### src/rtl/result_bank.sv
// result_bank: packs 16-bit result words into SLOTS slots, then steps the mux select over them.
// Optional macro RESULT_BANK_CLEAR_EN clears the whole bank on the final drain beat.
module result_bank #(
  parameter int WORD_W = 16,
  parameter int SLOTS  = 16,
  localparam int PW    = $clog2(SLOTS),
  localparam int CW    = $clog2(SLOTS + 1)
) (
  input  logic                      clk,
  input  logic                      reset_b,
  input  logic                      in_valid,
  output logic                      in_ready,
  input  logic [WORD_W-1:0]         in_data,
  output logic [WORD_W*SLOTS-1:0]   result,
  output logic [PW-1:0]             sel,
  output logic                      out_valid,
  input  logic                      out_ready,
  output logic                      out_last,
  output logic [CW-1:0]             count
);
  typedef enum logic {FILL, DRAIN} state_t;
  state_t                         state_q, state_d;
  logic [PW-1:0]                  wr_ptr_q, wr_ptr_d, rd_ptr_q, rd_ptr_d;
  logic [CW-1:0]                  count_q, count_d;
  logic [SLOTS-1:0][WORD_W-1:0]   result_q, result_d;
  assign in_ready  = state_q == FILL;
  assign out_valid = state_q == DRAIN;
  assign sel       = out_valid ? rd_ptr_q : '0;
  assign out_last  = out_valid && rd_ptr_q == PW'(SLOTS - 1);
  assign count     = count_q;
  assign result    = result_q;
  // next state: load a slot per accept while filling, advance the select per beat while draining
  always_comb begin
    state_d  = state_q;
    wr_ptr_d = wr_ptr_q;
    rd_ptr_d = rd_ptr_q;
    count_d  = count_q;
    result_d = result_q;
    if (in_ready && in_valid) begin
      result_d[wr_ptr_q] = in_data;
      wr_ptr_d = wr_ptr_q + PW'(1);
      count_d  = count_q + CW'(1);
      if (wr_ptr_q == PW'(SLOTS - 1)) begin
        state_d  = DRAIN;
        rd_ptr_d = '0;
      end
    end else if (out_valid && out_ready) begin
      rd_ptr_d = rd_ptr_q + PW'(1);
      if (out_last) begin
        state_d  = FILL;
        wr_ptr_d = '0;
        count_d  = '0;
`ifdef RESULT_BANK_CLEAR_EN
        result_d = '0;
`else
        result_d = result_q;
`endif
      end
    end
  end
  // state registers with asynchronous abandon-frame reset
  always_ff @(posedge clk or negedge reset_b) begin
    if (!reset_b) begin
      state_q  <= FILL;
      wr_ptr_q <= '0;
      rd_ptr_q <= '0;
      count_q  <= '0;
      result_q <= '0;
    end else begin
      state_q  <= state_d;
      wr_ptr_q <= wr_ptr_d;
      rd_ptr_q <= rd_ptr_d;
      count_q  <= count_d;
      result_q <= result_d;
    end
  end
endmodule

### config.mk
export PLATFORM = sky130hd
export DESIGN_NAME = result_bank
export DESIGN_NICKNAME = d
export VERILOG_FILES = /design/src/rtl/result_bank.sv
export SDC_FILE = /design/constraint.sdc
export NUM_CORES = 1
export LEC_CHECK = 0
export CAP_MARGIN = 20
export CORE_MARGIN = 1.5
export CORE_UTILIZATION = 27
export CTS_BUF_LIST = sky130_fd_sc_hd__clkbuf_4
export DETAILED_ROUTE_END_ITERATION = 7
export GPL_ROUTABILITY_DRIVEN = 0
export HOLD_SLACK_MARGIN = 0.15
export SLEW_MARGIN = 25
export SYNTH_ARGS = -nofsm -noshare
export SYNTH_HDL_FRONTEND = slang
export SYNTH_SLANG_ARGS = --single-unit
### constraint.sdc
create_clock -name clk -period 4.6 [get_ports clk]
set_clock_uncertainty 0.2 [all_clocks]
set_input_delay 1.38 -clock clk [delete_from_list [all_inputs] [get_ports clk]]
set_output_delay 1.38 -clock clk [all_outputs]
set_load 0.05 [all_outputs]
Yosys cells after proc, flatten, opt, wreduce, memory -nomap -nowiden
Cells that the tools add are included.

storage, ports and cells
  memories = 0
  RAM bits = 0
  ROM bits = 0
  latch bits = 0
  output and inout port bits = 268
  input bits = 20
  register bits after elaboration = 270

cells by class
  reduce and logical (&&, ||, !) cells = 9
  multipliers = 0
  divide/modulo/power cells = 0
  bitwise gates (word level) = 1
  order comparisons = 2
  equality and inequality tests = 3
  muxes and demuxes = 17
  shift-type cells = 0
  $add $sub $neg = 3

operators with widths
  cell                                                                   count
  256-bit bitwise mux                                                    1
  16-bit demux with 4-bit select                                         1
  4-bit two-way mux                                                      7
  16-bit two-way mux                                                     1
  5-bit two-way mux                                                      3
  4-bit by 1-bit adder with 4-bit output, second input constant          2
  4-bit == test, second input constant                                   2
  5-bit by 1-bit adder with 5-bit output, second input constant          1
  4-bit by 5-bit < comparator with 1-bit output, second input constant   1
  4-bit by 1-bit >= comparator with 1-bit output, second input constant  1
  1-bit logical AND                                                      4
  1-bit two-way mux                                                      4
  2-bit AND reduction                                                    2
  2-bit nonzero test                                                     2
  3-bit AND reduction                                                    1
  2-bit by 1-bit != test with 1-bit output, second input constant        1
  1-bit inverter                                                         1

Longest topological paths before layout
  depth after elaboration = 5
  gate-level depth with buffers = 6
  depth with buffers taken out = 5

Worst setup path before layout
No wires, ideal clock.

  path type = register to output
  from = register state_q (netlist: out_valid)
  to = output port sel[2]
  stages on the path, launching flop included = 4
  arrival = 1807 ps
  path slack = 1213 ps
  buffers on the path = 1
  cell sequence = dfrtp_1 buf_6 inv_1 nor2_1

on the way
  longest elaborated chain between the ends = 1

ends and longest elaborated chain
  item                    RTL line  source
  start, declared         22        state_t state_q, state_d;
  start signal, assigned  70        state_q <= state_d;
  4-bit two-way mux       28        assign sel = out_valid ? rd_ptr_q : '0;
  end, declared           15        output logic [PW-1:0] sel,

Every way passes these cells.

Worst setup path after layout
  from = register state_q (netlist: out_valid)
  to = output port out_last

on the way
  longest elaborated chain between the ends = 1

ends and longest elaborated chain
  item               RTL line  source
  1-bit logical AND  29        assign out_last = out_valid && rd_ptr_q == PW'(SLOTS - 1);
  end, declared      18        output logic out_last,

Every way passes these cells.

==> summary.txt <==
Outcome
  – Result of the run: finished, final reports clean

Hold path
  – Hold path endpoint: count[4]$_DFFE_PN0P_
  – Worst min-delay path category: flop to flop
  – Hold Path Stages: 1
  – Hold path start: count[4]$_DFFE_PN0P_

Global routing
  – Overall track demand over capacity in global routing: 15.72%
  – Global-route wire length before repair: 46020 µm
  – Antenna violations before repair: 3
  – Congestion Overflow GR: 0
  – Maximum number of pins on one net before global-route repair: 88
  – Vias in the first global route: 7234

Synth
  – Number of warning messages in the yosys log: 0
  – Synthesized flop and latch total: between 200 and 300
  – Number of cells produced by synthesis: 646
  – Net count of the mapped netlist: 672
  – Mean area per synthesized cell: 16.16 µm²
  – Count of different cell masters after synthesis: 28
  – Cell area after technology mapping: 0.01044 mm²
  – Proportion of synthesized chip area in sequential cells: 64.72%

Setup path
  – CP endpoint kind: primary output
  – Cell family contributing the most delay on the critical path: buffers and inverters
  – Worst endpoint data arrival time: 2510 ps
  – Worst-path fanout max: 14
  – Register-to-register setup slack: 2310 ps
  – Critical path startpoint category: flop
  – Critical register-to-register path startpoint: out_valid$_DFFE_PN0P_
  – Type of the worst setup path: flop to primary output
  – Required time of the critical path: roughly 3000 ps
  – Cells along the critical path: nand4_1 > inv_1 > clkdlybuf4s50_1
  – R2R depth: 4
  – Cell with the largest stage delay on the worst path: sky130_fd_sc_hd__clkdlybuf4s50_1
  – Count of buffering cells on the critical path with inverters included: 2
  – Highest cell delay on the worst timing path: around 800 ps
  – Reg2reg end: result[13]$_DFFE_PN0P_

Timing
  – Slew Limit Fails: 0
  – Setup Total Neg Slack: 0 ps
  – Period Utilization, post-route: 88.98%
  – Fmax: about 240 MHz
  – Count of final hold-check violations: 0
  – Tightest slew margin relative to the limit: a little over two fifths
  – Setup repair after global routing missed its margin: false
  – Slew @ Worst Pin: 854.6 ps
  – Final critical path time including I/O delays and setup: 4093 ps
  – Final setup violating endpoints: 0

CTS
  – Clock edge transition at the registers on the reported setup and hold paths: 60 ps
  – Number of buffers created by CTS: just under 80
  – Maximum number of buffers from clock root to sink: 3
  – Maximum level of the CTS H-tree: 3
  – Number of buffers inserted to repair setup after CTS: 0
  – Number of hold-repair buffers added at the cts stage: 0
  – Number of sinks driven by the clock tree: 270
  – Root Buffer Master: sky130_fd_sc_hd__clkbuf_4
  – Clock insertion delay at the later pin of the skew report: 700 ps
  – Number of cells upsized or downsized after cts: 0
  – Clock tree from TritonCTS: built

Detailed routing
  – Antenna viol nets, final: 0
  – DR pass1 iterations: 4
  – Iteration-0 DRC Markers: 187
  – Met1 wire length: between 10000 and 15000 µm
  – DRC violations left: 0
  – WL met2: 14350 µm
  – Avg Vias per Cell: between 4 and 5
  – Wirelength per Cell: 19.62 µm
  – Via count: just under 7000
  – WL met3: approximately 2800 µm
  – Top routing layer used: met4
  – Total length of routed wires: a little over 30000 µm

Final layout
  – Final Instance Area: about 0.015 mm²
  – Number of fill cells: 3641
  – Combined area of the multi-input logic cells: about 0.0034 mm²
  – Nets: 1016
  – Non-filler instance count after layout: 1555
  – Synth-to-layout area growth: 42.05%
  – Storage cell area: 0.006756 mm²
  – Fraction of final layout cells sized beyond drive strength 1: roughly 39%

Placement
  – Port Buffer Count: 287
  – HPWL reported at the end of detailed placement: between 20000 and 25000 µm
  – Post-DP Area: 0.01384 mm²
  – Placed instance count: 1421

Die
  – Core region area: approximately 0.038 mm²
  – Initial cell density of the core: 27.58%
  – Die width: 199.6 µm
  – Placement Rows: between 70 and 80
  – Die span in y: between 150 and 200 µm
  – Boundary pin count: about 290
  – Die Outline Area: 0.03985 mm²

Run
  – Max-capacitance violation count: 0
-- cells in the mapped netlist --
library cell	count	share of area, %
sky130_fd_sc_hd__and2_1	2	0.12
sky130_fd_sc_hd__buf_2	6	0.29
sky130_fd_sc_hd__buf_4	6	0.43
sky130_fd_sc_hd__buf_6	8	0.86
sky130_fd_sc_hd__clkbuf_1	17	0.61
sky130_fd_sc_hd__dfrtp_1	270	65
sky130_fd_sc_hd__ha_1	6	0.72
sky130_fd_sc_hd__inv_1	8	0.29
sky130_fd_sc_hd__mux2_2	256	28
sky130_fd_sc_hd__mux2i_1	5	0.48
sky130_fd_sc_hd__nand2_1	8	0.29
sky130_fd_sc_hd__nand2b_1	3	0.18
sky130_fd_sc_hd__nand3_1	4	0.19
sky130_fd_sc_hd__nand3_2	3	0.29
sky130_fd_sc_hd__nand3_4	1	0.17
sky130_fd_sc_hd__nand3b_1	3	0.22
sky130_fd_sc_hd__nand3b_2	1	0.11
sky130_fd_sc_hd__nand4_1	4	0.24
sky130_fd_sc_hd__nor2_1	3	0.11
sky130_fd_sc_hd__nor2_2	9	0.54
sky130_fd_sc_hd__nor2_4	4	0.43
sky130_fd_sc_hd__nor2b_1	1	0.060
sky130_fd_sc_hd__o211ai_1	3	0.22
sky130_fd_sc_hd__o21ai_0	9	0.43
sky130_fd_sc_hd__o22ai_1	2	0.12
sky130_fd_sc_hd__o31ai_1	1	0.072
sky130_fd_sc_hd__or3_1	2	0.12
sky130_fd_sc_hd__xnor2_1	1	0.084
-- stage by stage --
stage	utilization [%]	worst slack (ps)	hold slack, ps
after floorplan	-	1213	291.4
after global placement	36.58	845.8	264.1
after detailed placement	36.57	769.0	269.3
after CTS	39.16	413.7	279.7
after global routing	39.18	256.6	314.6
final	39.18	506.9	289.6
-- routing by layer --
metal / global-route usage [%] / up-vias
li1: - / 3010
met1: 18.94 / 3460
met2: 24.88 / 247
met3: 6.532 / 49
met4: 6.154 / 0
met5: 0 / -
-- sequential cells by signal (all words and copies together) (netlist names) --
register / flops
result: 256
out_valid: 1
wr_ptr_q: 4
count: 5
rd_ptr_q: 4
-- layout make-up --
type                            count  area share, %
Antenna cell                        3        0.05063
Inverter                            8         0.2025
Timing Repair Buffer              301          20.17
Clock inverter                     15         0.7426
Clock buffer                      116          5.873
Multi-Input combinational cell    331          23.09
Sequential cell                   270          45.57
Tap cell                          511          4.312
-- cells by family after synthesis --
kind of cell	after synthesis	synth area share [%]
DFF	270	64.72
muxes	261	28.10
and+or+nand+nor	48	3.056
buffers and inverters	45	2.481
AOI/OAI and AO/OA	15	0.8390
adders and majority gates	6	0.7191
xor gates and xnor gates	1	0.08392
-- cells in the final DEF, fill, tap and decap left out, types with 4 or more instances in the layout --
| master | count |
|---|---|
| sky130_fd_sc_hd__mux2i_1 | 5 |
| sky130_fd_sc_hd__nor2_2 | 9 |
| sky130_fd_sc_hd__nor2_4 | 4 |
| sky130_fd_sc_hd__clkbuf_4 | 116 |
| sky130_fd_sc_hd__o21ai_0 | 9 |
| sky130_fd_sc_hd__nand4_1 | 4 |
| sky130_fd_sc_hd__clkinv_1 | 10 |
| sky130_fd_sc_hd__mux2_2 | 256 |
| sky130_fd_sc_hd__nand2_1 | 8 |
| sky130_fd_sc_hd__dfrtp_1 | 270 |
| sky130_fd_sc_hd__buf_4 | 13 |
| sky130_fd_sc_hd__ha_1 | 6 |
| sky130_fd_sc_hd__inv_1 | 8 |
| sky130_fd_sc_hd__clkdlybuf4s50_1 | 285 |
| sky130_fd_sc_hd__nand3_1 | 4 |
-- how the worst max path moves through the flow --
| stage | from | end | slack (ps) | cells after the start |
|---|---|---|---|---|
| 2_1_floorplan | out_valid$_DFFE_PN0P_ | sel[2] | 1210 | 3 |
| 3_3_place_gp | in_valid | result[12]$_DFFE_PN0P_ | 850 | 5 |
| 3_5_place_dp | in_valid | result[1]$_DFFE_PN0P_ | 770 | 5 |
| 4_1_cts | out_valid$_DFFE_PN0P_ | out_last | 410 | 3 |
| 5_1_grt | out_valid$_DFFE_PN0P_ | out_last | 260 | 3 |
| 6_report | out_valid$_DFFE_PN0P_ | out_last | 510 | 3 |
-- worst reg2reg max path: stages (launching register included) --
cell	delay (ps)
sky130_fd_sc_hd__dfrtp_1	510
sky130_fd_sc_hd__nor2b_1	320
sky130_fd_sc_hd__buf_4	260
sky130_fd_sc_hd__nand3_2	450
sky130_fd_sc_hd__mux2_2	450
Power is left out: the tool's default activity adds up to more than one toggle a clock period on the data nets, which glitch-free logic cannot reach.
